## src/rtl/axi_lite_slave.sv

```systemverilog
`default_nettype none
// ============================================================================
// Module      : axi_lite_slave
// Description : AXI4-Lite register-file slave. NUM_REGS registers of
//               DATA_WIDTH bits, byte-strobed writes, one outstanding write
//               and one outstanding read, channels run concurrently.
//               Optional macro AXI_LITE_SLAVE_SLVERR_EN: out-of-range
//               accesses answer SLVERR (2'b10) instead of OKAY.
// Revision    : 1.0 - initial release
// ============================================================================
module axi_lite_slave #(
    parameter int ADDR_WIDTH = 32,
    parameter int DATA_WIDTH = 32,
    parameter int NUM_REGS   = 8
) (
    input  logic                           clk,
    input  logic                           rst_n,
    // write address channel
    input  logic [ADDR_WIDTH-1:0]          awaddr,
    input  logic                           awvalid,
    output logic                           awready,
    // write data channel
    input  logic [DATA_WIDTH-1:0]          wdata,
    input  logic [DATA_WIDTH/8-1:0]        wstrb,
    input  logic                           wvalid,
    output logic                           wready,
    // write response channel
    output logic [1:0]                     bresp,
    output logic                           bvalid,
    input  logic                           bready,
    // read address channel
    input  logic [ADDR_WIDTH-1:0]          araddr,
    input  logic                           arvalid,
    output logic                           arready,
    // read data channel
    output logic [DATA_WIDTH-1:0]          rdata,
    output logic [1:0]                     rresp,
    output logic                           rvalid,
    input  logic                           rready,
    // user side
    output logic [NUM_REGS*DATA_WIDTH-1:0] reg_q,
    output logic [NUM_REGS-1:0]            reg_wr_pulse
);

    localparam int c_STRB_W   = DATA_WIDTH / 8;
    localparam int c_ADDR_LSB = $clog2(c_STRB_W);
    localparam int c_IDX_W    = ADDR_WIDTH - c_ADDR_LSB;
    localparam int c_SEL_W    = (NUM_REGS > 1) ? $clog2(NUM_REGS) : 1;

    localparam logic [c_IDX_W-1:0] c_NUM_REGS  = c_IDX_W'(NUM_REGS);
    localparam logic [1:0]         c_RESP_OKAY = 2'b00;
`ifdef AXI_LITE_SLAVE_SLVERR_EN
    localparam logic [1:0]         c_RESP_OOR  = 2'b10;
`else
    localparam logic [1:0]         c_RESP_OOR  = 2'b00;
`endif

    // Elaboration-time guard on the supported configuration space
    if (!(DATA_WIDTH == 32 || DATA_WIDTH == 64)) begin : g_bad_data_width
        $error("axi_lite_slave: DATA_WIDTH must be 32 or 64");
    end
    if (NUM_REGS < 1 || NUM_REGS > 256) begin : g_bad_num_regs
        $error("axi_lite_slave: NUM_REGS must be in 1..256");
    end

    typedef enum logic [1:0] {
        WR_WAIT  = 2'd0,
        WR_WRITE = 2'd1,
        WR_RESP  = 2'd2
    } wr_state_t;

    typedef enum logic [0:0] {
        RD_IDLE = 1'b0,
        RD_RESP = 1'b1
    } rd_state_t;

    // ------------------------------------------------------------------
    // Write channel state
    // ------------------------------------------------------------------
    wr_state_t               r_wr_state;
    logic                    r_aw_done;
    logic                    r_w_done;
    logic [c_IDX_W-1:0]      r_awidx;
    logic [DATA_WIDTH-1:0]   r_wdata;
    logic [c_STRB_W-1:0]     r_wstrb;
    logic                    r_awready;
    logic                    r_wready;
    logic                    r_bvalid;
    logic [1:0]              r_bresp;

    logic                    w_aw_hs;
    logic                    w_w_hs;
    logic                    w_aw_done_nxt;
    logic                    w_w_done_nxt;
    logic                    w_wr_in_range;
    logic                    w_commit;

    assign w_aw_hs       = awvalid & r_awready;
    assign w_w_hs        = wvalid & r_wready;
    assign w_aw_done_nxt = r_aw_done | w_aw_hs;
    assign w_w_done_nxt  = r_w_done | w_w_hs;
    assign w_wr_in_range = (r_awidx < c_NUM_REGS);
    assign w_commit      = (r_wr_state == WR_WRITE);

    // Write FSM: collect AW and W in any order, commit for one cycle, then hold the response
    always_ff @(posedge clk or negedge rst_n) begin
        if (!rst_n) begin
            r_wr_state <= WR_WAIT;
            r_aw_done  <= 1'b0;
            r_w_done   <= 1'b0;
            r_awidx    <= '0;
            r_wdata    <= '0;
            r_wstrb    <= '0;
            r_awready  <= 1'b0;
            r_wready   <= 1'b0;
            r_bvalid   <= 1'b0;
            r_bresp    <= 2'b00;
        end else begin
            case (r_wr_state)
                WR_WAIT: begin
                    if (w_aw_hs) begin
                        r_awidx <= awaddr[ADDR_WIDTH-1:c_ADDR_LSB];
                    end
                    if (w_w_hs) begin
                        r_wdata <= wdata;
                        r_wstrb <= wstrb;
                    end
                    if (w_aw_done_nxt && w_w_done_nxt) begin
                        // Both beats held: close both channels until the response retires
                        r_wr_state <= WR_WRITE;
                        r_aw_done  <= 1'b0;
                        r_w_done   <= 1'b0;
                        r_awready  <= 1'b0;
                        r_wready   <= 1'b0;
                    end else begin
                        // Also raises the readies on the first edge after reset
                        r_aw_done  <= w_aw_done_nxt;
                        r_w_done   <= w_w_done_nxt;
                        r_awready  <= ~w_aw_done_nxt;
                        r_wready   <= ~w_w_done_nxt;
                    end
                end
                WR_WRITE: begin
                    r_wr_state <= WR_RESP;
                    r_bvalid   <= 1'b1;
                    r_bresp    <= w_wr_in_range ? c_RESP_OKAY : c_RESP_OOR;
                end
                WR_RESP: begin
                    if (bready) begin
                        r_wr_state <= WR_WAIT;
                        r_bvalid   <= 1'b0;
                        r_awready  <= 1'b1;
                        r_wready   <= 1'b1;
                    end
                end
                default: begin
                    r_wr_state <= WR_WAIT;
                end
            endcase
        end
    end

    assign awready = r_awready;
    assign wready  = r_wready;
    assign bvalid  = r_bvalid;
    assign bresp   = r_bresp;

    // ------------------------------------------------------------------
    // Register file. Out-of-range indices never match any slot, so such
    // writes change nothing and raise no pulse.
    // ------------------------------------------------------------------
    for (genvar i = 0; i < NUM_REGS; i++) begin : g_reg
        logic                  w_hit;
        logic [DATA_WIDTH-1:0] r_q;

        assign w_hit = w_commit && (r_awidx == c_IDX_W'(i));

        // Byte-lane merge of the captured write beat into this register
        always_ff @(posedge clk or negedge rst_n) begin
            if (!rst_n) begin
                r_q <= '0;
            end else if (w_hit) begin
                for (int b = 0; b < c_STRB_W; b++) begin
                    if (r_wstrb[b]) begin
                        r_q[8*b +: 8] <= r_wdata[8*b +: 8];
                    end
                end
            end
        end

        assign reg_q[i*DATA_WIDTH +: DATA_WIDTH] = r_q;
        assign reg_wr_pulse[i]                   = w_hit;
    end

    // ------------------------------------------------------------------
    // Read channel
    // ------------------------------------------------------------------
    rd_state_t               r_rd_state;
    logic                    r_arready;
    logic                    r_rvalid;
    logic [DATA_WIDTH-1:0]   r_rdata;
    logic [1:0]              r_rresp;

    logic                    w_ar_hs;
    logic [c_IDX_W-1:0]      w_rd_idx;
    logic [c_SEL_W-1:0]      w_rd_sel;
    logic                    w_rd_in_range;
    logic [DATA_WIDTH-1:0]   w_rd_data;

    assign w_ar_hs       = arvalid & r_arready;
    assign w_rd_idx      = araddr[ADDR_WIDTH-1:c_ADDR_LSB];
    assign w_rd_sel      = w_rd_idx[c_SEL_W-1:0];
    assign w_rd_in_range = (w_rd_idx < c_NUM_REGS);
    // reg_q still holds the pre-commit value on a commit edge, so a
    // colliding read returns the old contents
    assign w_rd_data     = w_rd_in_range ? reg_q[int'(w_rd_sel)*DATA_WIDTH +: DATA_WIDTH]
                                         : '0;

    // Read FSM: register the addressed word on AR handshake, hold it until accepted
    always_ff @(posedge clk or negedge rst_n) begin
        if (!rst_n) begin
            r_rd_state <= RD_IDLE;
            r_arready  <= 1'b0;
            r_rvalid   <= 1'b0;
            r_rdata    <= '0;
            r_rresp    <= 2'b00;
        end else begin
            case (r_rd_state)
                RD_IDLE: begin
                    if (w_ar_hs) begin
                        r_rd_state <= RD_RESP;
                        r_arready  <= 1'b0;
                        r_rvalid   <= 1'b1;
                        r_rdata    <= w_rd_data;
                        r_rresp    <= w_rd_in_range ? c_RESP_OKAY : c_RESP_OOR;
                    end else begin
                        r_arready  <= 1'b1;
                    end
                end
                RD_RESP: begin
                    if (rready) begin
                        r_rd_state <= RD_IDLE;
                        r_rvalid   <= 1'b0;
                        r_arready  <= 1'b1;
                    end
                end
                default: begin
                    r_rd_state <= RD_IDLE;
                end
            endcase
        end
    end

    assign arready = r_arready;
    assign rvalid  = r_rvalid;
    assign rdata   = r_rdata;
    assign rresp   = r_rresp;

    // Byte-offset address bits select nothing inside a word
    logic w_unused_addr_bits;
    assign w_unused_addr_bits = ^{awaddr[c_ADDR_LSB-1:0], araddr[c_ADDR_LSB-1:0]};

endmodule
`default_nettype wire

```

## config.mk

```make
export PLATFORM = sky130hd
export DESIGN_NAME = axi_lite_slave
export DESIGN_NICKNAME = d
export VERILOG_FILES = /design/src/rtl/axi_lite_slave.sv
export SDC_FILE = /design/constraint.sdc
export NUM_CORES = 1
export LEC_CHECK = 0
export ABC_AREA = 1
export CAP_MARGIN = 40
export CELL_PAD_IN_SITES_DETAIL_PLACEMENT = 1
export CELL_PAD_IN_SITES_GLOBAL_PLACEMENT = 1
export CORE_MARGIN = 2
export CORE_UTILIZATION = 40
export DETAILED_ROUTE_END_ITERATION = 7
export DONT_BUFFER_PORTS = 1
export GPL_TIMING_DRIVEN = 1
export PLACE_DENSITY = 0.78
export SLEW_MARGIN = 5
export SYNTH_ARGS = -nofsm -noshare
export SYNTH_HDL_FRONTEND = slang
export SYNTH_SLANG_ARGS = --single-unit
export TNS_END_PERCENT = 1
```

## constraint.sdc

```tcl
create_clock -name clk -period 3.9 [get_ports clk]
set_input_delay 0.78 -clock clk [delete_from_list [all_inputs] [get_ports clk]]
set_output_delay 0.78 -clock clk [all_outputs]
set_load 0.01 [all_outputs]
```

# Word-level counts from Yosys, hierarchy flattened
# Index checks and enable logic that the tools add are counted.
[word_totals]
reg_bits = 364
inputBits = 107
output_inout_bits = 305
wordCells = 142
[classes]
magnitude_cmp = 1
n_eq_ne = 13
shift = 1
mux = 22
n_bitwise = 8
reduce_logical = 52
[op_table]
columns = ["cell", "n"]
rows = [
  ["variable part select 256 x 9 -> 32 bit", 1],
  ["== test 30 x 3 -> 1 bit (second input constant)", 4],
  ["AND reduction 2 bit", 39],
  ["== test 30 x 2 -> 1 bit (second input constant)", 2],
  ["two-way mux 32 bit", 1],
  ["== test 30 x 1 -> 1 bit (second input constant)", 1],
  ["zero test 30 bit", 1],
  ["< comparator 30 x 4 -> 1 bit (second input constant)", 1],
  ["two-way mux 1 bit", 12],
  ["case mux 1 bit (2 select lines)", 6],
  ["logical AND 1 bit", 9],
  ["inequality test 2 bit (second input constant)", 4],
  ["case mux 2 bit (3 select lines)", 1],
  ["two-way mux 2 bit", 2],
  ["nonzero test 2 bit", 2],
  ["AND 1 bit", 3],
  ["inverter 1 bit", 3],
  ["== test 2 x 1 -> 1 bit (second input constant)", 1],
  ["== test 2 bit (second input constant)", 1],
  ["zero test 2 bit", 1],
  ["OR 1 bit", 2],
]

# Longest topological paths before layout
[logic_depth]
word_depth = 5
depth_mapped = 10
ltp_nobuf = 8

# Least setup slack after synthesis
# OpenSTA, ideal clock, no wires.
[synth_path]
kind = "flip-flop to output port"
startpoint = "register r_awidx[17]"
endpoint = "output reg_wr_pulse[0]"
t_arrival_ns = 1.559
required_ns = 3.120
path_slack_ns = 1.561
stages_incl_launch_ff = 9
path_buffers = 2
cell_sequence = "dfrtp_1 > or2_4 > nor2_4 > nand2_4 > nor2_8 > buf_4 > inv_1 > nor3_1 > buf_4"
[synth_between]
elab_chain_cells = 2
[synth_lines]
columns = ["element", "line", "text"]
rows = [
  ["from (decl)", "83", "logic [c_IDX_W-1:0] r_awidx;"],
  ["from (signal assigned)", "122", "r_awidx <= awaddr[ADDR_WIDTH-1:c_ADDR_LSB];"],
  ["zero test 30 bit", "176", "assign w_hit = w_commit && (r_awidx == c_IDX_W'(i));"],
  ["logical AND 1 bit", "176", ""],
  ["to (decl)", "42", "output logic [NUM_REGS-1:0] reg_wr_pulse"],
]
# Every way passes these cells.

# Worst setup path after layout
[layout_path]
startpoint = "register r_awidx[29]"
endpoint = "output reg_wr_pulse[4]"
[layout_between]
elab_chain_cells = 2
[layout_lines]
columns = ["element", "line"]
rows = [
  ["== test 30 x 3 -> 1 bit", "176"],
  ["logical AND 1 bit", "176"],
]
# Every way passes these cells.

==> summary.txt <==
Clock tree
  – H-tree levels: 2
  – Clk_lat worst skew: 570 ps
  – Inserted Clock Buffers: 42
  – CTS clk-pin slew, worst paths: 60 ps
  – TritonCTS clock tree: built
  – Root Buffer: clkbuf_16
  – Post_cts resized: 0
  – Setup repair bufs after CTS: 0
  – Clock Tree Buf Depth: 3
  – Num Clock Sinks: 364

Worst setup path
  – CP bufs+invs: 0
  – Startpoint class of the critical path: flip-flop
  – Worst setup EP type: primary output
  – Critical Path Max Stage Delay: 610 ps
  – Worst Path Arrival: 2180 ps
  – Crit path top cell by count: nor2_1
  – Critical Path Slowest Stage Cell: nor2_4
  – Worst Path Max Fanout: 15
  – Kind of critical path: reg2out
  – Family with the most delay on the worst path: simple AND/OR/NAND/NOR gates
  – Data required, critical path: 3120 ps
  – CP Cell Sequence: nor2_1 -> nand2_1 -> nor2_1 -> nand2_4 -> nor2_4

Die
  – Num ports: 412
  – Total die area: 47,000 µm²
  – Area of the core: 44,400 µm²
  – Die H: 217 µm
  – Chip width: 217 µm
  – Initial Util: 40.8%
  – Row count: 77

STA
  – Finish-stage setup viols: 0
  – Min cycle time layout: 2960 ps
  – Worst hold slack: -73.9 ps
  – Hold Fails Final Rpt: 20
  – TNS Setup: 0 ps
  – Worst Skew: 17.0 ps
  – PnR worst setup slack: 944 ps
  – RSZ-0062 raised after global routing: no
  – Slew @ Worst Pin: 1650 ps
  – FMAX: 338 MHz
  – Crit share post-route: 75.8%
  – Max-slew violations: 106
  – Max_slew headroom: -10.0%

Outcome
  – Status: complete, but fails checks
  – Failing checks: negative hold slack, max-slew violations

Yosys
  – Top cell type by total area after synthesis: dfrtp_1
  – Cell Area, Synth: 18,100 µm²
  – Area contributors post-synth: dfrtp_1, nand2_1, nand4_1, nor2_1, nand3_1
  – Cell variety after synth: 35
  – Share of the synthesized area in the top cell type: 50.3%
  – Synthesis-stage register bit count: 364
  – Cells after Synth: 2,282
  – Ys Warns: 0
  – Seq/Total Area, Yosys: 50.3%
  – Syn Area/Cell: 7.93 µm²

Drt
  – DRC errors left: 0
  – Routed vias: 16.2k
  – Routed len/inst: 24.4 µm
  – Final WL: 68,000 µm
  – Drt pass-1 iters: 5
  – Antenna violation net count after detailed routing: 0
  – Via/cell ratio: 5.83
  – DRT iter0 DRCs: 1,392

Global routing
  – Global route overflow: 0
  – Largest net degree at the start of global routing: 365
  – Tot GR Track Use: 28.5%
  – Initial antenna violation count: 2
  – Vias in the first global route: 16.4k
  – Global-route wire length before repair: 103,000 µm

Layout
  – Diode count: 0
  – Post-layout net count: 2,272
  – Commonest non-fill, non-tap cells in the layout: nand2_1, dfrtp_1, nor2_1
  – Most common cell after layout, fill and taps aside: nand2_1
  – Share of cells above drive strength 1: 7.02%
  – Syn-to-layout area delta: 6.19%

Power
  – LEAKAGE: 9.96 nW
  – Power density over the cells: 552 nW/µm²
  – Max VDD drop: 0.000458 V

Placed design
  – Port Buf Inserts: 0
  – Post-DP HPWL: 46,000 µm
  – Gpl congestion: 0.922
  – DP Worst Slack: 1270 ps

Flow run
  – Max-Cap Viols: 0

Min path
  – Hold WC Path Type: in2async
==> logic make-up after synthesis <==
| family | count (synthesis) | synth area share (%) |
|---|---|---|
| other | 1 | 0.0207 |
| buffers and inverters | 218 | 7.22 |
| AND/OR/NAND/NOR | 1589 | 39.4 |
| flip-flops | 364 | 50.3 |
| AO/OA/AOI/OAI | 110 | 3.06 |
==> path summary, 6_finish.rpt <==
| check | startpoint | endpoint | slack, ps | cells past startpoint |
|---|---|---|---|---|
| hold / removal | rst_n | r_wdata[5] | -70 | 0 |
| hold reg to reg | r_awidx[11] | r_awidx[11] | 470 | 2 |
| setup / recovery | r_awidx[29] | reg_wr_pulse[4] | 940 | 5 |
| max in group asynchronous | rst_n | g_reg[7].r_q[2] | 2670 | 0 |
| min in group clk | bready | r_wr_state[1] | 320 | 1 |
| setup reg to reg | r_awidx[29] | g_reg[0].r_q[12] | 1310 | 9 |
==> per-stage QoR <==
stage | util (%) | power, mW | std cells | cell area, µm² | hold slack (ps)
2_1_floorplan | - | 6.16 | 2285 | 18100 | 443
3_3_place_gp | 40.4 | 6.76 | 2711 | 17900 | 454
3_5_place_dp | 40.4 | 6.88 | 2713 | 18000 | 460
4_1_cts | 43.3 | 10.6 | 2787 | 19200 | -99.8
5_1_grt | 43.3 | 11.1 | 2787 | 19200 | -94.6
6_report | 43.3 | 10.6 | 2787 | 19200 | -73.9
==> cell usage after synthesis, drive strengths merged <==
master	count
o31a	1
inv	22
nor3b	1
and2	32
a21oi	1
nand3	124
buf	157
o21ai	108
or2	39
nor3	8
clkinv	1
nand4	225
dfrtp	364
nand2	864
conb	1
clkbuf	38
nor2	296
==> where the power goes <==
| part | switching [mW] | internal, mW |
|---|---|---|
| clock | 1.62 | 2.14 |
| sequential | 1.07 | 4.14 |
| combinational | 1.19 | 0.454 |
| total | 3.88 | 6.74 |
==> worst reg2reg max path: stages, from the launching register on <==
cell     delay, ps
dfrtp_1        390
nor2_1         150
nand2_1         80
nor2_1         190
nand2_4        160
nor2_8         150
buf_12         520
nand3_1        580
nand2_1        200
nand2_1         70
==> cell type report <==
| class | instances | area (µm²) |
|---|---|---|
| repair buffers | 31 | 303 |
| clock inverters | 10 | 53.8 |
| fillers | 5412 | 25200 |
| flip-flops and latches | 364 | 9110 |
| well taps | 592 | 741 |
| multi-input cells | 1703 | 7710 |
| inverters | 23 | 90.1 |
| clock buffers | 64 | 1210 |
==> sequential cells by signal (all words and copies together), names as in the netlist <==
signal and cells:
g.r_q 256, r_wdata 32, rdata 32, r_awidx 30, r_wstrb 4, r_wr_state 2, arready 1, awready 1
bvalid 1, r_aw_done 1, r_rd_state 1, r_w_done 1, rvalid 1, wready 1
==> layer usage <==
metal	global-route usage (%)	vias to the layer above	wire length, µm
li1	-	7202	-
met1	38.5	8264	29000
met2	43.7	649	30300
met3	8.85	122	6270
met4	9.32	0	2360
met5	0	-	0
(Power assumes the default switching activity.)
